## src/rtl/neuron_mac.sv

```systemverilog
// rtl/neuron_mac.sv - serial float dot product y = b + sum(x_i*w_i) built on one multiplier and one adder core.
// Both cores register their result one cycle after start and flush subnormals to zero.

module mul_float #(
  parameter int FLOAT_WIDTH = 32
) (
  input  logic                   clk,
  input  logic                   rst_n,
  input  logic                   start,
  input  logic [FLOAT_WIDTH-1:0] a,
  input  logic [FLOAT_WIDTH-1:0] b,
  output logic [FLOAT_WIDTH-1:0] y,
  output logic                   done,
  output logic                   overflow,
  output logic                   nan
);
  localparam int EW = (FLOAT_WIDTH == 64) ? 11 : ((FLOAT_WIDTH == 16) ? 5 : 8);
  localparam int MW = FLOAT_WIDTH - EW - 1;
  localparam logic [EW-1:0] EMAX = '1;
  localparam logic signed [EW+1:0] BIAS = (EW+2)'((1 << (EW - 1)) - 1);

  logic                   sa, sb, sr;
  logic [EW-1:0]          ea, eb;
  logic [MW-1:0]          fa, fb;
  logic [2*MW+1:0]        prod;
  logic [2*MW:0]          pn;
  logic [MW:0]            frac_r;
  logic                   rnd;
  logic signed [EW+1:0]   e, e_f;
  logic                   a_zero, b_zero, a_inf, b_inf, a_nan, b_nan;
  logic [FLOAT_WIDTH-1:0] r;
  logic                   r_ovf, r_nan;

  always_comb begin
    {sa, ea, fa} = a;
    {sb, eb, fb} = b;
    sr     = sa ^ sb;
    a_zero = (ea == '0);
    b_zero = (eb == '0);
    a_inf  = (ea == EMAX) && (fa == '0);
    b_inf  = (eb == EMAX) && (fb == '0);
    a_nan  = (ea == EMAX) && (fa != '0);
    b_nan  = (eb == EMAX) && (fb != '0);
    prod   = {{(MW+1){1'b0}}, 1'b1, fa} * {{(MW+1){1'b0}}, 1'b1, fb};
    // pn drops the leading one: fraction, guard, then sticky bits
    pn     = prod[2*MW+1] ? prod[2*MW:0] : {prod[2*MW-1:0], 1'b0};
    e      = $signed({2'b00, ea}) + $signed({2'b00, eb}) - BIAS
           + $signed({{(EW+1){1'b0}}, prod[2*MW+1]});
    rnd    = pn[MW] & ((|pn[MW-1:0]) | pn[MW+1]);
    frac_r = {1'b0, pn[2*MW:MW+1]} + {{MW{1'b0}}, rnd};
    e_f    = e + $signed({{(EW+1){1'b0}}, frac_r[MW]});
    r_ovf  = 1'b0;
    r_nan  = 1'b0;
    if (a_nan || b_nan || (a_inf && b_zero) || (b_inf && a_zero)) begin
      r     = {1'b0, EMAX, 1'b1, {(MW-1){1'b0}}};
      r_nan = 1'b1;
    end else if (a_inf || b_inf) begin
      r = {sr, EMAX, {MW{1'b0}}};
    end else if (a_zero || b_zero) begin
      r = {sr, {(FLOAT_WIDTH-1){1'b0}}};
    end else if (e_f >= $signed({2'b00, EMAX})) begin
      r     = {sr, EMAX, {MW{1'b0}}};
      r_ovf = 1'b1;
    end else if (e_f <= $signed({(EW+2){1'b0}})) begin
      r = {sr, {(FLOAT_WIDTH-1){1'b0}}};
    end else begin
      r = {sr, e_f[EW-1:0], frac_r[MW-1:0]};
    end
  end

  always_ff @(posedge clk or negedge rst_n) begin
    if (!rst_n) begin
      y        <= '0;
      done     <= 1'b0;
      overflow <= 1'b0;
      nan      <= 1'b0;
    end else begin
      done <= start;
      if (start) begin
        y        <= r;
        overflow <= r_ovf;
        nan      <= r_nan;
      end
    end
  end
endmodule

module add_float #(
  parameter int FLOAT_WIDTH = 32
) (
  input  logic                   clk,
  input  logic                   rst_n,
  input  logic                   start,
  input  logic                   add_sub,
  input  logic [FLOAT_WIDTH-1:0] a,
  input  logic [FLOAT_WIDTH-1:0] b,
  output logic [FLOAT_WIDTH-1:0] y,
  output logic                   done,
  output logic                   overflow,
  output logic                   nan
);
  localparam int EW = (FLOAT_WIDTH == 64) ? 11 : ((FLOAT_WIDTH == 16) ? 5 : 8);
  localparam int MW = FLOAT_WIDTH - EW - 1;
  localparam int W  = MW + 4;
  localparam logic [EW-1:0] EMAX = '1;

  logic                   sa, sb, sbe, sg, ss;
  logic [EW-1:0]          ea, eb, eg, es, d;
  logic [MW-1:0]          fa, fb;
  logic                   a_ge, a_zero, b_zero, a_inf, b_inf, a_nan, b_nan;
  logic [W-1:0]           mg, ms, sh, lo, sh_st, m;
  logic [W:0]             s;
  logic [EW+1:0]          lz;
  logic                   found, rnd;
  logic [MW:0]            frac_r;
  logic signed [EW+1:0]   e, e_f;
  logic [FLOAT_WIDTH-1:0] r;
  logic                   r_ovf, r_nan;

  always_comb begin
    {sa, ea, fa} = a;
    {sb, eb, fb} = b;
    sbe    = sb ^ add_sub;
    a_zero = (ea == '0);
    b_zero = (eb == '0);
    a_inf  = (ea == EMAX) && (fa == '0);
    b_inf  = (eb == EMAX) && (fb == '0);
    a_nan  = (ea == EMAX) && (fa != '0);
    b_nan  = (eb == EMAX) && (fb != '0);
    a_ge   = ({ea, fa} >= {eb, fb});
    sg     = a_ge ? sa : sbe;
    ss     = a_ge ? sbe : sa;
    eg     = a_ge ? ea : eb;
    es     = a_ge ? eb : ea;
    mg     = a_ge ? {1'b1, fa, 3'b000} : {1'b1, fb, 3'b000};
    ms     = a_ge ? {1'b1, fb, 3'b000} : {1'b1, fa, 3'b000};
    d      = eg - es;
    {sh, lo} = {ms, {W{1'b0}}} >> d;
    // bits shifted past the guard/round positions collapse into a sticky bit
    if (d >= W) sh_st = {{(W-1){1'b0}}, 1'b1};
    else        sh_st = {sh[W-1:1], sh[0] | (|lo)};
    if (sg == ss) s = {1'b0, mg} + {1'b0, sh_st};
    else          s = {1'b0, mg} - {1'b0, sh_st};
    if (s[W]) m = {s[W:2], s[1] | s[0]};
    else      m = s[W-1:0];
    lz    = '0;
    found = 1'b0;
    for (int k = W - 1; k >= 0; k--) begin
      if (!found) begin
        if (m[k]) found = 1'b1;
        else      lz = lz + 1'b1;
      end
    end
    m      = m << lz;
    e      = $signed({2'b00, eg}) + $signed({{(EW+1){1'b0}}, s[W]}) - $signed(lz);
    rnd    = m[2] & (m[1] | m[0] | m[3]);
    frac_r = {1'b0, m[W-2:3]} + {{MW{1'b0}}, rnd};
    e_f    = e + $signed({{(EW+1){1'b0}}, frac_r[MW]});
    r_ovf  = 1'b0;
    r_nan  = 1'b0;
    if (a_nan || b_nan || (a_inf && b_inf && (sa != sbe))) begin
      r     = {1'b0, EMAX, 1'b1, {(MW-1){1'b0}}};
      r_nan = 1'b1;
    end else if (a_inf) begin
      r = {sa, EMAX, {MW{1'b0}}};
    end else if (b_inf) begin
      r = {sbe, EMAX, {MW{1'b0}}};
    end else if (a_zero && b_zero) begin
      r = {sa & sbe, {(FLOAT_WIDTH-1){1'b0}}};
    end else if (a_zero) begin
      r = {sbe, eb, fb};
    end else if (b_zero) begin
      r = a;
    end else if (!found || e_f <= $signed({(EW+2){1'b0}})) begin
      r = {(FLOAT_WIDTH){1'b0}};
    end else if (e_f >= $signed({2'b00, EMAX})) begin
      r     = {sg, EMAX, {MW{1'b0}}};
      r_ovf = 1'b1;
    end else begin
      r = {sg, e_f[EW-1:0], frac_r[MW-1:0]};
    end
  end

  always_ff @(posedge clk or negedge rst_n) begin
    if (!rst_n) begin
      y        <= '0;
      done     <= 1'b0;
      overflow <= 1'b0;
      nan      <= 1'b0;
    end else begin
      done <= start;
      if (start) begin
        y        <= r;
        overflow <= r_ovf;
        nan      <= r_nan;
      end
    end
  end
endmodule

module neuron_mac #(
  parameter int S = 32,
  parameter int N = 2
) (
  input  logic         clk,
  input  logic         rst_n,
  input  logic         start,
  input  logic [S*N-1:0] x,
  input  logic [S*N-1:0] w,
  input  logic [S-1:0] b,
  output logic [S-1:0] y,
  output logic         done,
  output logic         busy,
  output logic         ovf,
  output logic         nan
);
  localparam int IW = (N > 1) ? $clog2(N) : 1;
  localparam logic [IW-1:0] LAST = IW'(N - 1);

  typedef enum logic [2:0] {IDLE, MUL_GO, MUL_WAIT, ADD_GO, ADD_WAIT, FIN} state_t;

  state_t         state, state_nxt;
  logic [S*N-1:0] x_r, w_r;
  logic [S-1:0]   acc, prod;
  logic [IW-1:0]  idx;
  logic           accept;
  logic [S-1:0]   mul_y, add_y;
  logic           mul_done, mul_ovf, mul_nan;
  logic           add_done, add_ovf, add_nan;

  assign accept = start && (state == IDLE || state == FIN);
  assign busy   = !(state == IDLE || state == FIN);

  mul_float #(.FLOAT_WIDTH(S)) u_mul (
    .clk      (clk),
    .rst_n    (rst_n),
    .start    (state == MUL_GO),
    .a        (x_r[idx*S +: S]),
    .b        (w_r[idx*S +: S]),
    .y        (mul_y),
    .done     (mul_done),
    .overflow (mul_ovf),
    .nan      (mul_nan)
  );

  add_float #(.FLOAT_WIDTH(S)) u_add (
    .clk      (clk),
    .rst_n    (rst_n),
    .start    (state == ADD_GO),
    .add_sub  (1'b0),
    .a        (acc),
    .b        (prod),
    .y        (add_y),
    .done     (add_done),
    .overflow (add_ovf),
    .nan      (add_nan)
  );

  always_ff @(posedge clk or negedge rst_n) begin
    if (!rst_n) state <= IDLE;
    else        state <= state_nxt;
  end

  always_comb begin
    state_nxt = state;
    case (state)
      IDLE, FIN: if (start) state_nxt = MUL_GO;
      MUL_GO:    state_nxt = MUL_WAIT;
      MUL_WAIT:  if (mul_done) state_nxt = ADD_GO;
      ADD_GO:    state_nxt = ADD_WAIT;
      ADD_WAIT:  if (add_done) state_nxt = (idx == LAST) ? FIN : MUL_GO;
      default:   state_nxt = IDLE;
    endcase
  end

  always_ff @(posedge clk or negedge rst_n) begin
    if (!rst_n) begin
      x_r  <= '0;
      w_r  <= '0;
      acc  <= '0;
      prod <= '0;
      idx  <= '0;
      y    <= '0;
      done <= 1'b0;
      ovf  <= 1'b0;
      nan  <= 1'b0;
    end else if (accept) begin
      x_r  <= x;
      w_r  <= w;
      acc  <= b;
      idx  <= '0;
      done <= 1'b0;
      ovf  <= 1'b0;
      nan  <= 1'b0;
    end else begin
      ovf <= ovf | (mul_done & mul_ovf) | (add_done & add_ovf);
      nan <= nan | (mul_done & mul_nan) | (add_done & add_nan);
      case (state)
        MUL_WAIT: if (mul_done) prod <= mul_y;
        ADD_WAIT: begin
          if (add_done) begin
            acc <= add_y;
            if (idx != LAST) idx <= idx + 1'b1;
          end
        end
        FIN: begin
          y    <= acc;
          done <= 1'b1;
        end
        default: ;
      endcase
    end
  end
endmodule

```

## config.mk

```make
export PLATFORM = sky130hd
export DESIGN_NAME = neuron_mac
export DESIGN_NICKNAME = d
export VERILOG_FILES = /design/src/rtl/neuron_mac.sv
export SDC_FILE = /design/constraint.sdc
export NUM_CORES = 2
export LEC_CHECK = 0
export CORE_ASPECT_RATIO = 0.5
export CORE_MARGIN = 2
export CORE_UTILIZATION = 55
export DETAILED_ROUTE_END_ITERATION = 8
export PLACE_DENSITY = 0.73
export SETUP_SLACK_MARGIN = 0.1
export SLEW_MARGIN = 20
export SYNTH_ARGS = -nofsm -noshare
export SYNTH_HDL_FRONTEND = slang
export SYNTH_SLANG_ARGS = --single-unit
export TNS_END_PERCENT = 100
```

## constraint.sdc

```tcl
create_clock -name clk -period 74.2 [get_ports clk]
set_input_delay 11.13 -clock clk [delete_from_list [all_inputs] [get_ports clk]]
set_output_delay 11.13 -clock clk [all_outputs]
set_load 0.01 [all_outputs]
```

## Yosys cells after proc, flatten, opt, wreduce, memory -nomap -nowiden

Cells that the tools add are included.

- Output and inout port bits: 36
- Bits of input ports: 163
- Bits in registers: 301
- Word-level logic and storage cells: 307

- Add/sub/neg operators: 39
- Multiply operators: 1
- $lt $le $gt $ge: 6
- Shift operators: 4
- Equality and inequality tests: 14
- Bitwise operators: 18
- Reduce and logical (&&, ||, !) cells: 48
- Mux-type cells: 159

Operator list:

| cell | number |
|---|---|
| 2-to-1 mux 10 bit | 52 |
| 2-to-1 mux 32 bit | 11 |
| adder 10 x 1 -> 10 bit (second input constant) | 25 |
| 2-to-1 mux 31 bit | 5 |
| indexed part select 64 x 7 -> 32 bit | 2 |
| zero test 23 bit | 4 |
| nonzero test 23 bit | 4 |
| 2-to-1 mux 1 bit | 78 |
| 2-to-1 mux 27 bit | 2 |
| right shift 54 x 8 -> 54 bit | 1 |
| 2-to-1 mux 26 bit | 2 |
| adder 23 x 1 -> 24 bit | 2 |
| multiplier 24 x 24 -> 48 bit | 1 |
| 2-to-1 mux 47 bit | 1 |
| equality test 8 bit (second input constant) | 4 |
| zero test 8 bit | 4 |
| >= comparator 31 bit | 1 |
| adder 10 x 2 -> 10 bit | 3 |
| adder 27 x 27 -> 28 bit | 1 |
| 2-to-1 mux 28 bit | 1 |
| subtractor 27 x 27 -> 28 bit | 1 |
| OR reduction 27 bit | 1 |
| << shifter 27 x 10 -> 26 bit | 1 |
| OR reduction 23 bit | 1 |
| other kinds (32) | 81 |

## Depth between registers and ports, before layout

- Depth after elaboration: 105
- Gate-level depth with buffers: 174
- Mapped depth without buffers: 160

## By module

Synthesis repeated with hierarchy kept, for this count alone.

- Cell total of the unflattened synthesis: 5,732
- Area, all modules: 49,278.5 um2

Modules (own cells, without submodules):

| module | seq. area each (um2) | area each (um2) | cells each | times used |
|---|---|---|---|---|
| mul_float | 875.8 | 22,631.7 | 2,673 | 1 |
| add_float | 875.8 | 16,478.3 | 2,438 | 1 |
| neuron_mac | 5,780.5 | 10,168.5 | 621 | 1 |

## Worst setup path before layout

OpenSTA, ideal clock, no wires.

- Path kind: register -> register
- Start: register prod[27]
- End: register u_add.y[31]
- Setup time: 0.127 ns
- Data arrival time: 30.708 ns
- Cell stages (with the launch flop): 169
- Slack: 43.365 ns
- Path buffers: 16
- Cells stage by stage: dfrtp_1 inv_1 ha_1 buf_2 nand4_2 nor4_2 and4_1 o21ai_1 buf_2 nand2_1 buf_6 buf_4 buf_2 clkbuf_1 clkbuf_1 mux2_2 ha_1 nand2_1 (+133 left out) fa_1 inv_1 a21oi_1 o21bai_1 a21oi_1 o21bai_1 xor2_1 or4_1 or3_1 nand3_1 clkbuf_1 nor2_1 nand3_1 a31oi_1 o22ai_1 nor2_1 a21oi_1 o21ai_0

- Cells in the longest elaborated chain, start to end: 104
- Elaborated cells between the ends (all ways): 178

RTL lines:

| element | RTL line | source |
|---|---|---|
| start: declaration | 224 | `logic [S-1:0] acc, prod;` |
| start signal: assignment | 299 | `MUL_WAIT: if (mul_done) prod <= mul_y;` |
| >= comparator 31 bit | 130 | `a_ge = ({ea, fa} >= {eb, fb});` |
| 2-to-1 mux 8 bit, on equally long branches | 133, 134 |  |
| subtractor 8 bit | 137 | `d = eg - es;` |
| right shift 54 x 8 -> 54 bit | 138 | `{sh, lo} = {ms, {W{1'b0}}} >> d;` |
| OR reduction 27 bit | 141 | `else sh_st = {sh[W-1:1], sh[0] \| (\|lo)};` |
| bitwise OR 1 bit | 141 |  |
| 2-to-1 mux 27 bit | 140 | `if (d >= W) sh_st = {{(W-1){1'b0}}, 1'b1};` |
| subtractor 27 x 27 -> 28 bit or adder 27 x 27 -> 28 bit (tied branches) | 143, 142 |  |
| (+88 left out) | n/a |  |
| logical OR 1 bit | 174 | `end else if (!found \|\| e_f <= $signed({(EW+2){1'b0}})) begin` |
| 2-to-1 mux 32 bit | 174 |  |
| 2-to-1 mux 32 bit | 172 | `end else if (b_zero) begin` |
| 2-to-1 mux 32 bit | 170 | `end else if (a_zero) begin` |
| 2-to-1 mux 32 bit | 168 | `end else if (a_zero && b_zero) begin` |
| 2-to-1 mux 32 bit | 166 | `end else if (b_inf) begin` |
| 2-to-1 mux 32 bit | 164 | `end else if (a_inf) begin` |
| 2-to-1 mux 32 bit * | 161 | `if (a_nan \|\| b_nan \|\| (a_inf && b_inf && (sa != sbe))) begin` |
| end signal: assignment | 193 | `y <= r;` |
| end: declaration | 97 | `output logic [FLOAT_WIDTH-1:0] y,` |

Mark *: on every way between the ends. The rest lies on a longest branch, timed or not.
A chain may end at the register's enable or synchronous reset.

## Worst setup path after layout

- Start: register prod[13]
- End: register u_add.y[0]

- Cells in the longest elaborated chain, start to end: 104
- Elaborated cells between the ends (all ways): 179

RTL lines:

| element | RTL line |
|---|---|
| >= comparator 31 bit | 130 |
| 2-to-1 mux 8 bit, on equally long branches | 133, 134 |
| subtractor 8 bit | 137 |
| right shift 54 x 8 -> 54 bit | 138 |
| OR reduction 27 bit | 141 |
| bitwise OR 1 bit | 141 |
| 2-to-1 mux 27 bit | 140 |
| subtractor 27 x 27 -> 28 bit or adder 27 x 27 -> 28 bit (tied branches) | 143, 142 |
| (+88 left out) | n/a |
| 2-to-1 mux 31 bit or logical OR 1 bit (tied branches) | 176, 174 |
| 2-to-1 mux 32 bit | 174 |
| 2-to-1 mux 32 bit | 172 |
| 2-to-1 mux 32 bit | 170 |
| 2-to-1 mux 32 bit | 168 |
| 2-to-1 mux 32 bit | 166 |
| 2-to-1 mux 32 bit | 164 |
| 2-to-1 mux 32 bit * | 161 |

Marked as above.

==> results by group <==
Timing
  – Fraction of the cycle the final worst path needs: 48.65%
  – Minimum clock period: 36.10 ns
  – Worst Max-Slew Pin Slew: roughly 1.2 ns
  – Final setup fails: 0
  – Setup repair after global routing missed its margin: false
  – Worst relative slew slack: 16.44%
  – Setup TNS: 0 ns
  – Final Skew: approximately 0.023 ns
  – Max-slew violation total from the final report: 0
  – Highest clock rate: between 20 and 30 MHz
  – Final Hold Fails: 0

Critical path
  – Most Frequent Cell on Critical Path: sky130_fd_sc_hd__ha_1
  – CP Capture Point: u_add.y[0]$_DFFE_PN0P_
  – Launching point of the worst reg2reg path: prod[13]$_DFFE_PN0P_
  – Reg2reg setup slack: about 38 ns
  – Slowest CP cell: sky130_fd_sc_hd__clkinv_1
  – Largest stage delay on the critical path: 1.00 ns
  – Critical path origin: prod[13]$_DFFE_PN0P_
  – R2R depth: 152
  – Capturing element type of the critical path: flip-flop
  – Capture instance of the worst register-to-register path: u_add.y[0]$_DFFE_PN0P_
  – Category of the critical setup timing path: reg2reg
  – Highest fanout seen on the critical path: 42
  – Startpoint Class: flip-flop
  – Critical Path AT: 36.49 ns
  – Required time reported for the critical path endpoint: roughly 75 ns

Placed design
  – Post-DP HPWL: 123.7 mm
  – Placed cell areas: 49810 µm²
  – Total of buffers placed on input and output ports: 198
  – Routability cong.: about 1.1

Route
  – Vias per cell: 6.310
  – Final routed DRC violation total: 0
  – Overall via count from detail_route: 42716
  – Routed WL per cell: ~23 µm
  – DRT Pass-1 Iters: 6
  – Post-route antenna net violation count: 0
  – Number of DRC markers in iteration 0: between 3000 and 4000
  – Routed WL: 157.9 mm

Floorplanning
  – Die Ht: 210.4 µm
  – Width of the die: 416.7 µm
  – Placement Rows: 75
  – Area of the die: 87660 µm²
  – Starting utilization of the core area: 55.71%
  – Core area: 84080 µm²
  – Number of top-level pins: approximately 200

Synth
  – Number of unique standard cell types used by synthesis: between 100 and 150
  – Average size of a mapped cell: 8.390 µm²
  – Count of warnings emitted by yosys: 0
  – Post-synthesis instance area: ~47000 µm²
  – Flip-flop and latch count after synthesis: about 300
  – Largest area contributor in the netlist: sky130_fd_sc_hd__fa_1
  – Proportion of synthesized chip area in sequential cells: 16.08%
  – Top post-synthesis cells by area: sky130_fd_sc_hd__fa_1 21%, sky130_fd_sc_hd__dfrtp_1 16%, sky130_fd_sc_hd__ha_1 7.7%
  – Post-synthesis instance total: 5583
  – Number of synthesized flops with an enable pin: 0
  – Post-Synthesis Net Count: 6521
  – Fraction of synthesis flops using an asynchronous set or reset pin: between 90% and 100%
  – Top-area cell type share of the netlist area: 20.77%
  – Predominant post-synthesis flop cell: sky130_fd_sc_hd__dfrtp_1

GRT
  – Vias in the first global route: ~43000
  – Tot GR Track Use: 35.87%
  – Number of antenna violations at the first check in global routing: 9
  – Total overflow reported by the global router: 0
  – Global-route wire length before repair: 247.4 mm
  – Largest net degree at the start of global routing: 122

Clock tree
  – CTS tree: yes
  – Post_cts resized: 0
  – Maximum root-to-sink buffer count: 3
  – Clock insertion delay at the later pin of the skew report: 0.55 ns
  – Max H-tree Level: 2
  – Clock transition at the registers of the reported paths: 0.06 ns
  – CTS hold repair buffers: 0
  – Post-CTS Setup Repair Bufs: 0
  – CTS root buf: sky130_fd_sc_hd__clkbuf_16
  – Number of CTS-inserted buffers: 34
  – Total number of clock tree sinks: 301

Cells and area
  – Net count, final: 6563
  – Share of final-layout standard cells stronger than drive strength 1: 8.358%
  – Non-Filler Cell Area, Final: about 50000 µm²
  – Synthesis-to-finish area growth: 8.711%

Min path
  – Hold/Removal Path Class: reg2reg

Run status
  – Status: completed

Flow run
  – Max-capacitance violation count: 0
## cells in the mapped netlist, drive strengths merged (12+ instances only)
master   number
buf          60
o21a         38
ha          289
o2111ai      14
dfrtp       301
inv         618
nor3b        13
xnor2       146
nand3       137
nor3        110
nor2        516
a22o         20
a21boi       28
clkbuf      214
or4          15
nand2       790
mux2        201
o211ai       34
a21o         33
mux2i       147
a31oi        42
or2          27
nand4        50
and3         47
a21oi       231
nor2b        28
o221ai       17
mux4         15
or3          27
o31ai        26
o21ai       276
a211oi       30
o21bai       34
nand2b       36
nor4         49
fa          486
and2         50
a2111oi      12
a22oi        53
xor2         93
## cells in the final DEF, fill, tap and decap left out, types with 140 or more instances in the layout
cell type                         instances
sky130_fd_sc_hd__nand2_1                788
sky130_fd_sc_hd__ha_1                   289
sky130_fd_sc_hd__a21oi_1                230
sky130_fd_sc_hd__fa_1                   486
sky130_fd_sc_hd__mux2_2                 199
sky130_fd_sc_hd__o21ai_0                260
sky130_fd_sc_hd__dfrtp_1                300
sky130_fd_sc_hd__xnor2_1                140
sky130_fd_sc_hd__clkdlybuf4s50_1        197
sky130_fd_sc_hd__nor2_1                 508
sky130_fd_sc_hd__inv_1                  615
## layer usage
metal | vias to the layer above | GRT usage (%) | wire length (µm)
li1 | 19050 | - | -
met1 | 21158 | 46.87 | 63690
met2 | 2044 | 58.99 | 73610
met3 | 458 | 6.854 | 13680
met4 | 6 | 14.51 | 6924
met5 | - | 0 | 37
## metrics by stage
stage | worst slack, ns | hold WS [ns] | utilization (%) | instances
floorplan | 43.36 | 0.4404 | - | 5583
global placement | 39.86 | 0.4594 | 59.25 | 6705
detailed placement | 39.03 | 0.4620 | 59.25 | 6705
CTS | 38.92 | 0.4782 | 60.54 | 6763
global route | 35.33 | 0.5012 | 60.56 | 6768
finish | 38.10 | 0.4769 | 60.56 | 6770
## critical path: cells and delay by family (launching register included)
family	cells	cell delay (ns)
flops	1	0.57
buf+inv	15	3.03
simple gates	41	9.08
xor+xnor	3	1.11
mux	14	3.20
compound gates	49	9.45
fa+ha+maj	30	9.37
## kinds of logic after synthesis
family | synth area share (%)
AND/OR/NAND/NOR | 18.94
flip-flops | 16.08
adder cells (fa/ha/maj) | 28.64
XOR/XNOR | 5.233
buffers and inverters | 7.429
AO/OA/AOI/OAI | 14.96
multiplexers | 8.719
## area by class of cell
class / instances / area (µm²)
Fill cell: 7357 / 33160
Sequential cell: 301 / 7536
Tap cell: 1116 / 1396
Clock buffer: 46 / 975.9
Timing Repair Buffer: 280 / 2603
Clock inverter: 12 / 112.6
Multi-Input combinational cell: 4381 / 35930
Inverter: 627 / 2354
Antenna cell: 7 / 17.52
## flip-flops by register name, indices dropped and copies added (netlist names), 3 cells and up
signal / flops
acc: 32
y: 32
prod: 32
u_mul.y: 32
u_add.y: 32
x_r: 64
w_r: 64
state: 3
## worst min-delay path by stage
stage | startpoint | endpoint | slack [ns] | cells past startpoint
2_1_floorplan | u_mul.y[0]$_DFFE_PN0P_ | u_mul.y[0]$_DFFE_PN0P_ | 0.44 | 2
3_3_place_gp | u_mul.y[0]$_DFFE_PN0P_ | u_mul.y[0]$_DFFE_PN0P_ | 0.46 | 2
5_1_grt | u_add.y[3]$_DFFE_PN0P_ | u_add.y[3]$_DFFE_PN0P_ | 0.50 | 2
3_5_place_dp | u_mul.y[0]$_DFFE_PN0P_ | u_mul.y[0]$_DFFE_PN0P_ | 0.46 | 2
6_report | u_mul.y[0]$_DFFE_PN0P_ | u_mul.y[0]$_DFFE_PN0P_ | 0.48 | 2
4_1_cts | u_mul.y[0]$_DFFE_PN0P_ | u_mul.y[0]$_DFFE_PN0P_ | 0.48 | 2
Power is not shown: default switching activity piles up to over one toggle a cycle in this logic, so the estimate is an artifact.
